<file path="config.mk">
export PLATFORM = sky130hd
export DESIGN_NAME = encoder_emulator_flat
export DESIGN_NICKNAME = d
export VERILOG_FILES = /design/src/rtl/encoder_emulator_pkg.sv /design/src/rtl/encoder_emulator_if.sv /design/src/rtl/encoder_emulator_step_timer.sv /design/src/rtl/encoder_emulator.sv /design/src/flat_wrapper.sv
export SDC_FILE = /design/constraint.sdc
export NUM_CORES = 1
export LEC_CHECK = 0
export BUFFER_PORTS_ARGS = -buffer_cell sky130_fd_sc_hd__buf_2
export CAP_MARGIN = 40
export CORE_MARGIN = 5
export CORE_UTILIZATION = 44
export CTS_BUF_LIST = sky130_fd_sc_hd__clkbuf_2
export CTS_CLUSTER_SIZE = 16
export DETAILED_ROUTE_END_ITERATION = 7
export HOLD_SLACK_MARGIN = 0.03
export SLEW_MARGIN = 10
export SYNTH_ARGS = -nofsm -noshare
export SYNTH_HDL_FRONTEND = slang
export SYNTH_HIERARCHICAL = 1
export SYNTH_SLANG_ARGS = --single-unit
</file>
<file path="constraint.sdc">
create_clock -name clk -period 10.2 [get_ports clk]
set_input_delay 1.53 -clock clk [delete_from_list [all_inputs] [get_ports clk]]
set_output_delay 1.53 -clock clk [all_outputs]
set_load 0.02 [all_outputs]
</file>
<file path="src/rtl/encoder_emulator_pkg.sv">
// encoder_pkg: shared constants and the direction type for the encoder
// emulator (period timer, channel generator and its bus interface).
package encoder_pkg;

    // Default datapath width for period and position.
    localparam int ENC_WIDTH        = 32;
    // Interval loaded at reset (0x72F1 clk cycles).
    localparam int ENC_RESET_PERIOD = 29425;
    // Smallest interval the timer will ever run; it guarantees a midpoint.
    localparam int ENC_MIN_PERIOD   = 2;

    // Rotation direction as carried on the dir input.
    typedef enum logic {
        DIR_FWD = 1'b0,
        DIR_REV = 1'b1
    } enc_dir_t;

endpackage

</file>
<file path="src/rtl/encoder_emulator_if.sv">
// encoder_emulator_if: command/status bundle between a speed-loop driver
// (master) and the encoder emulator (slave).
interface encoder_emulator_if
    import encoder_pkg::*;
#(
    parameter int WIDTH = ENC_WIDTH
);
    logic                    enable;
    logic                    dir;
    logic [WIDTH-1:0]        period_in;
    logic                    period_load;
    logic                    period_ack;
    logic                    enc_a;
    logic                    enc_b;
    logic                    edge_strobe;
    logic signed [WIDTH-1:0] position;

    modport master (
        output enable, dir, period_in, period_load,
        input  period_ack, enc_a, enc_b, edge_strobe, position
    );

    modport slave (
        input  enable, dir, period_in, period_load,
        output period_ack, enc_a, enc_b, edge_strobe, position
    );
endinterface

</file>
<file path="src/rtl/encoder_emulator_step_timer.sv">
// step_timer: interval counter running 1..P with an active and a pending
// period register. Flags the step boundary (count == P) and, when the
// ENCODER_EMULATOR_QUAD_EN build is selected, the midpoint (count == P>>1).
// A pending interval is adopted at a boundary and acknowledged one cycle later.
module step_timer
    import encoder_pkg::*;
#(
    parameter int WIDTH        = ENC_WIDTH,
    parameter int RESET_PERIOD = ENC_RESET_PERIOD,
    parameter int MIN_PERIOD   = ENC_MIN_PERIOD
) (
    input  logic             clk,
    input  logic             reset,
    input  logic             enable,
    input  logic             period_load,
    input  logic [WIDTH-1:0] period_in,
    output logic             boundary,
`ifdef ENCODER_EMULATOR_QUAD_EN
    output logic             midpoint,
`endif
    output logic             ack
);

    localparam logic [WIDTH-1:0] RESET_P = WIDTH'(RESET_PERIOD);
    localparam logic [WIDTH-1:0] MIN_P   = WIDTH'(MIN_PERIOD);

    // Raise any requested interval to the minimum supported one.
    function automatic logic [WIDTH-1:0] clamp_period(input logic [WIDTH-1:0] p);
        if (p < MIN_P) begin
            return MIN_P;
        end else begin
            return p;
        end
    endfunction

    logic [WIDTH-1:0] count_r;
    logic [WIDTH-1:0] active_r;
    logic [WIDTH-1:0] pending_r;
    logic             pending_valid_r;
    logic             ack_r;

    assign boundary = enable && (count_r == active_r);
`ifdef ENCODER_EMULATOR_QUAD_EN
    assign midpoint = enable && (count_r == (active_r >> 1));
`endif
    assign ack      = ack_r;

    // Interval counter: advances only while enabled, wraps to 1 at the boundary.
    always_ff @(posedge clk or posedge reset) begin
        if (reset) begin
            count_r <= WIDTH'(1);
        end else if (boundary) begin
            count_r <= WIDTH'(1);
        end else if (enable) begin
            count_r <= count_r + WIDTH'(1);
        end
    end

    // Period registers: adopt pending at a boundary; a same-cycle load refills pending.
    always_ff @(posedge clk or posedge reset) begin
        if (reset) begin
            active_r        <= RESET_P;
            pending_r       <= '0;
            pending_valid_r <= 1'b0;
            ack_r           <= 1'b0;
        end else begin
            ack_r <= 1'b0;
            if (boundary && pending_valid_r) begin
                active_r        <= pending_r;
                pending_valid_r <= 1'b0;
                ack_r           <= 1'b1;
            end
            if (period_load) begin
                pending_r       <= clamp_period(period_in);
                pending_valid_r <= 1'b1;
            end
        end
    end

endmodule

</file>
<file path="src/rtl/encoder_emulator.sv">
// encoder_emulator: synthetic motor encoder. The toggle interval of enc_a
// equals the active period in clk cycles. Define ENCODER_EMULATOR_QUAD_EN
// to add the quadrature channel enc_b; otherwise enc_b is tied low and
// position counts enc_a edges only, with dir selecting the count sign.
module encoder_emulator
    import encoder_pkg::*;
#(
    parameter int WIDTH        = ENC_WIDTH,
    parameter int RESET_PERIOD = ENC_RESET_PERIOD,
    parameter int MIN_PERIOD   = ENC_MIN_PERIOD
) (
    input logic               clk,
    input logic               reset,
    encoder_emulator_if.slave bus
);

    logic             boundary_s;
    logic             ack_s;
    enc_dir_t         dir_r;
    enc_dir_t         step_dir_s;
    logic             toggle_a_s;
    logic             toggle_b_s;
    logic             edge_s;
    logic [WIDTH-1:0] delta_s;
    logic             enc_a_r;
    logic             strobe_r;
    logic [WIDTH-1:0] position_r;
`ifdef ENCODER_EMULATOR_QUAD_EN
    logic             midpoint_s;
    logic             enc_b_r;
`endif

    step_timer #(
        .WIDTH        (WIDTH),
        .RESET_PERIOD (RESET_PERIOD),
        .MIN_PERIOD   (MIN_PERIOD)
    ) u_timer (
        .clk         (clk),
        .reset       (reset),
        .enable      (bus.enable),
        .period_load (bus.period_load),
        .period_in   (bus.period_in),
        .boundary    (boundary_s),
`ifdef ENCODER_EMULATOR_QUAD_EN
        .midpoint    (midpoint_s),
`endif
        .ack         (ack_s)
    );

    // Decide which channel toggles this cycle and the sign of the position step.
    // At a boundary A==B always holds, so a direction change there continues
    // the Gray sequence cleanly; a midpoint only completes a half-step (A!=B).
    always_comb begin
        step_dir_s = dir_r;
        toggle_a_s = 1'b0;
        toggle_b_s = 1'b0;
        if (boundary_s) begin
            step_dir_s = enc_dir_t'(bus.dir);
        end else begin
            step_dir_s = dir_r;
        end
`ifdef ENCODER_EMULATOR_QUAD_EN
        if (boundary_s) begin
            if (step_dir_s == DIR_FWD) begin
                toggle_a_s = 1'b1;
            end else begin
                toggle_b_s = 1'b1;
            end
        end else if (midpoint_s && (enc_a_r != enc_b_r)) begin
            if (dir_r == DIR_FWD) begin
                toggle_b_s = 1'b1;
            end else begin
                toggle_a_s = 1'b1;
            end
        end else begin
            toggle_a_s = 1'b0;
            toggle_b_s = 1'b0;
        end
`else
        toggle_a_s = boundary_s;
        toggle_b_s = 1'b0;
`endif
        edge_s = toggle_a_s | toggle_b_s;
        if (step_dir_s == DIR_REV) begin
            delta_s = {WIDTH{1'b1}};
        end else begin
            delta_s = WIDTH'(1);
        end
    end

    // Direction latch: updated only when a step boundary is taken.
    always_ff @(posedge clk or posedge reset) begin
        if (reset) begin
            dir_r <= DIR_FWD;
        end else if (boundary_s) begin
            dir_r <= step_dir_s;
        end
    end

    // Registered channel outputs, edge strobe and wrapping position count.
    always_ff @(posedge clk or posedge reset) begin
        if (reset) begin
            enc_a_r    <= 1'b0;
            strobe_r   <= 1'b0;
            position_r <= '0;
        end else begin
            strobe_r <= edge_s;
            if (toggle_a_s) begin
                enc_a_r <= ~enc_a_r;
            end
            if (edge_s) begin
                position_r <= position_r + delta_s;
            end
        end
    end

`ifdef ENCODER_EMULATOR_QUAD_EN
    // Quadrature channel register.
    always_ff @(posedge clk or posedge reset) begin
        if (reset) begin
            enc_b_r <= 1'b0;
        end else if (toggle_b_s) begin
            enc_b_r <= ~enc_b_r;
        end
    end

    assign bus.enc_b = enc_b_r;
`else
    assign bus.enc_b = 1'b0;
`endif

    assign bus.enc_a       = enc_a_r;
    assign bus.edge_strobe = strobe_r;
    assign bus.position    = position_r;
    assign bus.period_ack  = ack_s;

endmodule
</file>
<file path="src/flat_wrapper.sv">
// flat-port wrapper written by rule: the top's interface ports become plain ports
module encoder_emulator_flat import encoder_pkg::*;
#(
    parameter int WIDTH        = ENC_WIDTH,
    parameter int RESET_PERIOD = ENC_RESET_PERIOD,
    parameter int MIN_PERIOD   = ENC_MIN_PERIOD
)
  (clk, reset, bus_enable, bus_dir, bus_period_in, bus_period_load, bus_period_ack, bus_enc_a, bus_enc_b, bus_edge_strobe, bus_position);
  encoder_emulator_if #(.WIDTH(WIDTH)) bus_i ();
  input logic clk;
  input logic reset;
  input wire logic [$bits(bus_i.enable)-1:0] bus_enable;
  input wire logic [$bits(bus_i.dir)-1:0] bus_dir;
  input wire logic [$bits(bus_i.period_in)-1:0] bus_period_in;
  input wire logic [$bits(bus_i.period_load)-1:0] bus_period_load;
  output wire logic [$bits(bus_i.period_ack)-1:0] bus_period_ack;
  output wire logic [$bits(bus_i.enc_a)-1:0] bus_enc_a;
  output wire logic [$bits(bus_i.enc_b)-1:0] bus_enc_b;
  output wire logic [$bits(bus_i.edge_strobe)-1:0] bus_edge_strobe;
  output wire logic [$bits(bus_i.position)-1:0] bus_position;
  assign bus_i.enable = bus_enable;
  assign bus_i.dir = bus_dir;
  assign bus_i.period_in = bus_period_in;
  assign bus_i.period_load = bus_period_load;
  assign bus_period_ack = bus_i.period_ack;
  assign bus_enc_a = bus_i.enc_a;
  assign bus_enc_b = bus_i.enc_b;
  assign bus_edge_strobe = bus_i.edge_strobe;
  assign bus_position = bus_i.position;
  encoder_emulator #(.WIDTH(WIDTH), .RESET_PERIOD(RESET_PERIOD), .MIN_PERIOD(MIN_PERIOD)) u_core (.clk(clk), .reset(reset), .bus(bus_i));
endmodule
</file>
After elaboration in Yosys (flattened, before gate mapping):

Index checks and enable logic that the tools add are counted.

* add/subtract/negate cells: 2
* reductions and logical operators: 4
* multiplexer cells: 8
* magnitude comparators: 1
* equal/unequal tests: 1
* bitwise gates (word level): 1

Operators by type and width (number)
* $mux 32: 4
* $add 32x1->32 const B: 1
* $add 32x32->32: 1
* $eq 32x32->1: 1
* $lt 32x2->1 const B: 1
* $mux 1: 4
* $reduce_bool 2->1: 2
* $logic_and 1x1->1: 2
* $not 1->1: 1

* bits of input ports: 37
* logic and storage cells: 26
* output and inout port bits: 36
* register bits: 133

Longest topological paths before layout:

* word-level depth: 5
* mapped depth: 17
* gate-level depth less buffers: 13

Modules after synthesis:

The synthesis kept the hierarchy.

By module, submodules not included
* step_timer: instances 1, area each 4633.2 µm², sequential area each 2464.9 µm², cells an instance 376
* encoder_emulator: instances 1, area each 3156.8 µm², sequential area each 875.8 µm², cells an instance 345

Worst setup path after synthesis:

No wires, ideal clock.

* kind: input to register
* start: input port bus_enable
* end: register u_core.position_r[29] (netlist: u_core/bus.position[29])
* data arrival time: 6038 ps
* data required time: 10131 ps
* setup slack: 4093 ps
* buffers on the path: 4
* setup time: 69 ps
* stages on the path: 16
* cells stage by stage: buf_2 o21ai_0 or4_4 nor4_1 clkbuf_1 clkbuf_1 mux2_2 ha_1 buf_2 and4_4 nand3_1 a211oi_4 o21ai_2 or4_4 o31a_1 nand3_1

* cells in the longest elaborated chain, start to end: 4

Ends and longest elaborated chain
* from (decl): line flat_wrapper.sv:12 `input wire logic [$bits(bus_i.enable)-1:0] bus_enable;`
* $logic_and 1x1->1: line encoder_emulator_step_timer.sv:42 `assign boundary = enable && (count_r == active_r);`
* via u_core.boundary_s: line encoder_emulator.sv:17 `logic boundary_s;`
* $mux 1: line encoder_emulator.sv:57 `if (boundary_s) begin`
* via u_core.step_dir_s: line encoder_emulator.sv:20 `enc_dir_t step_dir_s;`
* $mux 32: line encoder_emulator.sv:84 `if (step_dir_s == DIR_REV) begin`
* $add 32x32->32: line encoder_emulator.sv:112 `position_r <= position_r + delta_s;`
* to (signal assigned): line encoder_emulator.sv:112
* to (decl): line encoder_emulator.sv:27 `logic [WIDTH-1:0] position_r;`

The timed path passes the listed nets, and every way through them passes these cells.
A chain may end at the register's enable or synchronous reset.

Worst setup path after layout:

* start: input port bus_enable
* end: register u_core.position_r[28] (netlist: u_core/bus.position[28])

The elaborated chain is that of the path after synthesis.

==> out/qor.csv <==
stage,metric,value,unit
yosys,Yosys top cell by area,dfrtp_1,
routing,DR DRC count,0,
worst_setup_path,Critical R2R Launch,u_core/u_timer/count_r[9]$_DFFE_PP0P_,
yosys,Async SR Flop Fraction,1.00,
worst_setup_path,largest stage delay on the critical path,0.74,ns
layout,fraction of layout cells with a size suffix above 1,0.285,
clock_network,CTS tree,done,
clock_network,CTS resizes,0,
yosys,Synth Warn #,6,
power,total power,1000,µW
yosys,share of the synthesized area in the top cell type,0.395,
worst_setup_path,Critical Path Start,bus_enable,
place,port bufs,71,
clock_network,Clock Sinks,133,
worst_setup_path,critical path launch point type,input port,
grt,largest net degree at the start of global routing,61,
worst_setup_path,"CP delay by family, top",compound AO/OA/AOI/OAI gates,
power,power density over the cells,117,nW/µm²
timing,Max-slew headroom,0.436,
grt,initial antenna violation count,1,
job,maxcap violations,0,
floorplan,Initial Util,0.449,
yosys,mux cell area share after synthesis,0.134,
yosys,XOR/XNOR Fraction of Synth Area,0.0810,
place,global placement routability congestion,0.893,
yosys,Post-synth top flop,dfrtp_1,
yosys,simple-gate share of the synthesized area,0.147,
power,Lkg Pwr,0.00413,µW
worst_setup_path,reg-to-reg endpoint,u_core/bus.position[28]$_DFFE_PP0P_,
worst_setup_path,Reg2Reg Depth,14,
timing,Worst Max-Slew Pin Slew,0.840,ns
clock_network,# Post-CTS Setup Buffers,0,
grt,vias in the first global route,5948,
hold_path,hold path depth,1,
floorplan,Die Span X,143,µm
worst_setup_path,cell count along the critical path,14,
timing,clock skew,0.0382,ns
worst_setup_path,CP max FO,41,
yosys,Post-Syn Nets,790,
yosys,Synth Cell Area,7790,µm²
place,Placement Cell Area,8300,µm²
yosys,Synth cell types,83,
timing,Final Critical Period,5.40,ns
routing,DRT iter0 DRCs,323,
routing,final WL,18.1,mm
floorplan,Ports,73,
worst_setup_path,worst path required time,10.79,ns
floorplan,Die ar.,20500,µm²
timing,Final period util,0.529,
timing,final setup vio count,0,
worst_setup_path,crit-path cells,buf_2 -> o21ai_0 -> or4_4 -> nor4_2 -> buf_4 -> mux2_2 -> ha_1 -> a211o_2 -> a31o_2 -> a31oi_4 -> o21ai_1 -> a211oi_2 -> a2111oi_0 -> a221o_1,
yosys,compound-gate portion of the synthesized area,0.119,
layout,Final Instance Area,8550,µm²
worst_setup_path,CP max-delay cell,mux2_2,
floorplan,Die Ht,143,µm
routing,post-route ant nets,0,
clock_network,hold_buf cts,0,
routing,WL per Instance,17.6,µm
floorplan,site row count,48,
worst_setup_path,CP endpoint,u_core/bus.position[28]$_DFFE_PP0P_,
routing,Vias,5754,
worst_setup_path,Worst R2R Setup Slack,4.82,ns
yosys,largest cells by area after synthesis,"dfrtp_1 40%, mux2_2 7.8%, mux2_4 5.6%, xor2_1 5.5%, ha_1 5.0%",
timing,final hold viol count,0,
timing,Slew Limit Fails,0,
yosys,Post-synth EDFFs,0,
floorplan,core area,17400,µm²
clock_network,Clock Tree Buf Depth,2,
clock_network,clock transition at the registers of the reported paths,0.21,ns
hold_path,Worst Hold Class,reg -> reg,
place,post-DP HPWL,13.5,mm
routing,vias per cell,5.60,
power,Peak VDD IR,0.0777,mV
yosys,largest family of logic cells by synthesized area,simple AND/OR/NAND/NOR gates,
clock_network,CTS H-Tree Depth,4,
yosys,Adder-Cell Fraction of Synth Area,0.0524,
grt,first-pass GRT wire length,29.9,mm
timing,setup TNS,0,ns
clock_network,clk_lat worst skew,0.70,ns
grt,total gr overflow,0,
yosys,"FF+latch count, synth",133,
timing,RSZ-0062 raised after global routing,no,
routing,TritonRoute pass-1 iters,5,
yosys,Synth Instances,721,
layout,area grow syn2layout,9.73,%
clock_network,CTS buffer count,17,
yosys,"Seq/Total Area, Yosys",0.429,
place,Placed Instances,994,
clock_network,Clock Tree Root,clkbuf_2,
worst_setup_path,Buffers & Inverters on Critical Path,2,
layout,nets@finish,857,
layout,fin cells,1027,
worst_setup_path,CP arrival,5.99,ns
worst_setup_path,kind of critical path,in -> reg,
worst_setup_path,Crit. End Element,flop,
yosys,synthesized area per cell,10.8,µm²
grt,Total GRT Usage,0.183,
outcome,status,"finished, final reports clean",
layout,Final Util,0.493,
timing,fmax,185,MHz
[how the worst min path moves through the flow]
| stage | startpoint | endpoint | slack (ns) |
|---|---|---|---|
| after global placement | u_core/bus.enc_a$_DFFE_PP0P_ | u_core/bus.enc_a$_DFFE_PP0P_ | 0.45 |
| after global routing | u_core/bus.enc_a$_DFFE_PP0P_ | u_core/bus.enc_a$_DFFE_PP0P_ | 0.49 |
| after floorplan | u_core/u_timer/pending_r[1]$_DFFE_PP0P_ | u_core/u_timer/pending_r[1]$_DFFE_PP0P_ | 0.47 |
| final | u_core/bus.enc_a$_DFFE_PP0P_ | u_core/bus.enc_a$_DFFE_PP0P_ | 0.47 |
| after detailed placement | u_core/bus.enc_a$_DFFE_PP0P_ | u_core/bus.enc_a$_DFFE_PP0P_ | 0.45 |
| after CTS | u_core/bus.enc_a$_DFFE_PP0P_ | u_core/bus.enc_a$_DFFE_PP0P_ | 0.48 |
[registers in the layout, indices dropped and copies added, names as in the netlist]
name / cells
u_core/u_timer/pending_valid_r: 1
u_core/bus.position: 32
u_core/bus.edge_strobe: 1
u_core/dir_r: 1
u_core/u_timer/count_r: 32
u_core/bus.enc_a: 1
u_core/u_timer/ack: 1
u_core/u_timer/active_r: 32
u_core/u_timer/pending_r: 32
[kinds of logic after synthesis]
logic type | after synthesis
and+or+nand+nor | 212
AOI/OAI and AO/OA | 134
DFF | 133
muxes | 83
xor gates and xnor gates | 72
buffers and inverters | 54
adders and majority gates | 32
other | 1
[per-layer routing]
layer / GRT usage / up-vias / wire (µm)
met2: 0.300 / 138 / 8710
met3: 0.0368 / 22 / 777
li1: - / 2763 / -
met4: 0.0605 / 0 / 285
met1: 0.242 / 2831 / 8320
met5: 0 / - / 0
[cell usage in the layout, fill, tap and decap left out, drive strengths merged, types with 17 or more instances in the layout]
cell type	Yosys	routed
dfrtp	123	123
inv	24	31
xnor2	23	23
buf	13	77
o21ai	24	24
a21oi	42	42
nand3	22	22
nand4	24	24
xor2	49	49
clkbuf	15	17
nor2	50	50
nand2	43	43
mux2	83	83
ha	31	31
[cell usage after synthesis, types with 9 or more instances]
master and n:
dfrtp_1 123, mux2_2 54, nor2_1 50, xor2_1 49, nand2_1 43, a21oi_1 42, ha_1 31, mux2_4 29
inv_1 24, nand4_1 24, xnor2_1 23, nand3_1 22, o21ai_0 22, nor4_1 13, nand2b_1 12, a21o_1 11
clkbuf_1 11, dfstp_2 10, nor3_1 9
[worst register-to-register path, delay by kind of cell (launching register included)]
family | cells | cell delay, ns
xor+xnor | 1 | 0.18
buf+inv | 1 | 0.48
fa+ha+maj | 1 | 0.44
flops | 1 | 0.52
mux | 1 | 0.75
simple gates | 3 | 1.20
compound gates | 7 | 1.74
[final cells by class]
class | instances | area [µm²]
antenna | 1 | 2.50
clock buffer | 17 | 85.1
clock inverter | 15 | 165
fill | 1580 | 8810
inverter | 25 | 96.3
multi-input combinational | 534 | 4180
sequential | 133 | 3340
tap | 225 | 282
timing repair buffer | 77 | 400
[report_power, final]
group          internal [µW]  leakage [µW]  switching [µW]  total, µW
registers                552       0.00171            23.7        575
logic                   37.9       0.00228            53.7       91.6
clock network            118      0.000146             215        333
[per-stage QoR]
stage	worst slack (ns)	hold slack [ns]
floorplan	4.09	0.472
global placement	4.23	0.448
detailed placement	4.07	0.455
CTS	4.83	0.480
global route	4.54	0.491
finish	4.80	0.475
No activity file was read; power rests on OpenSTA's default activity.
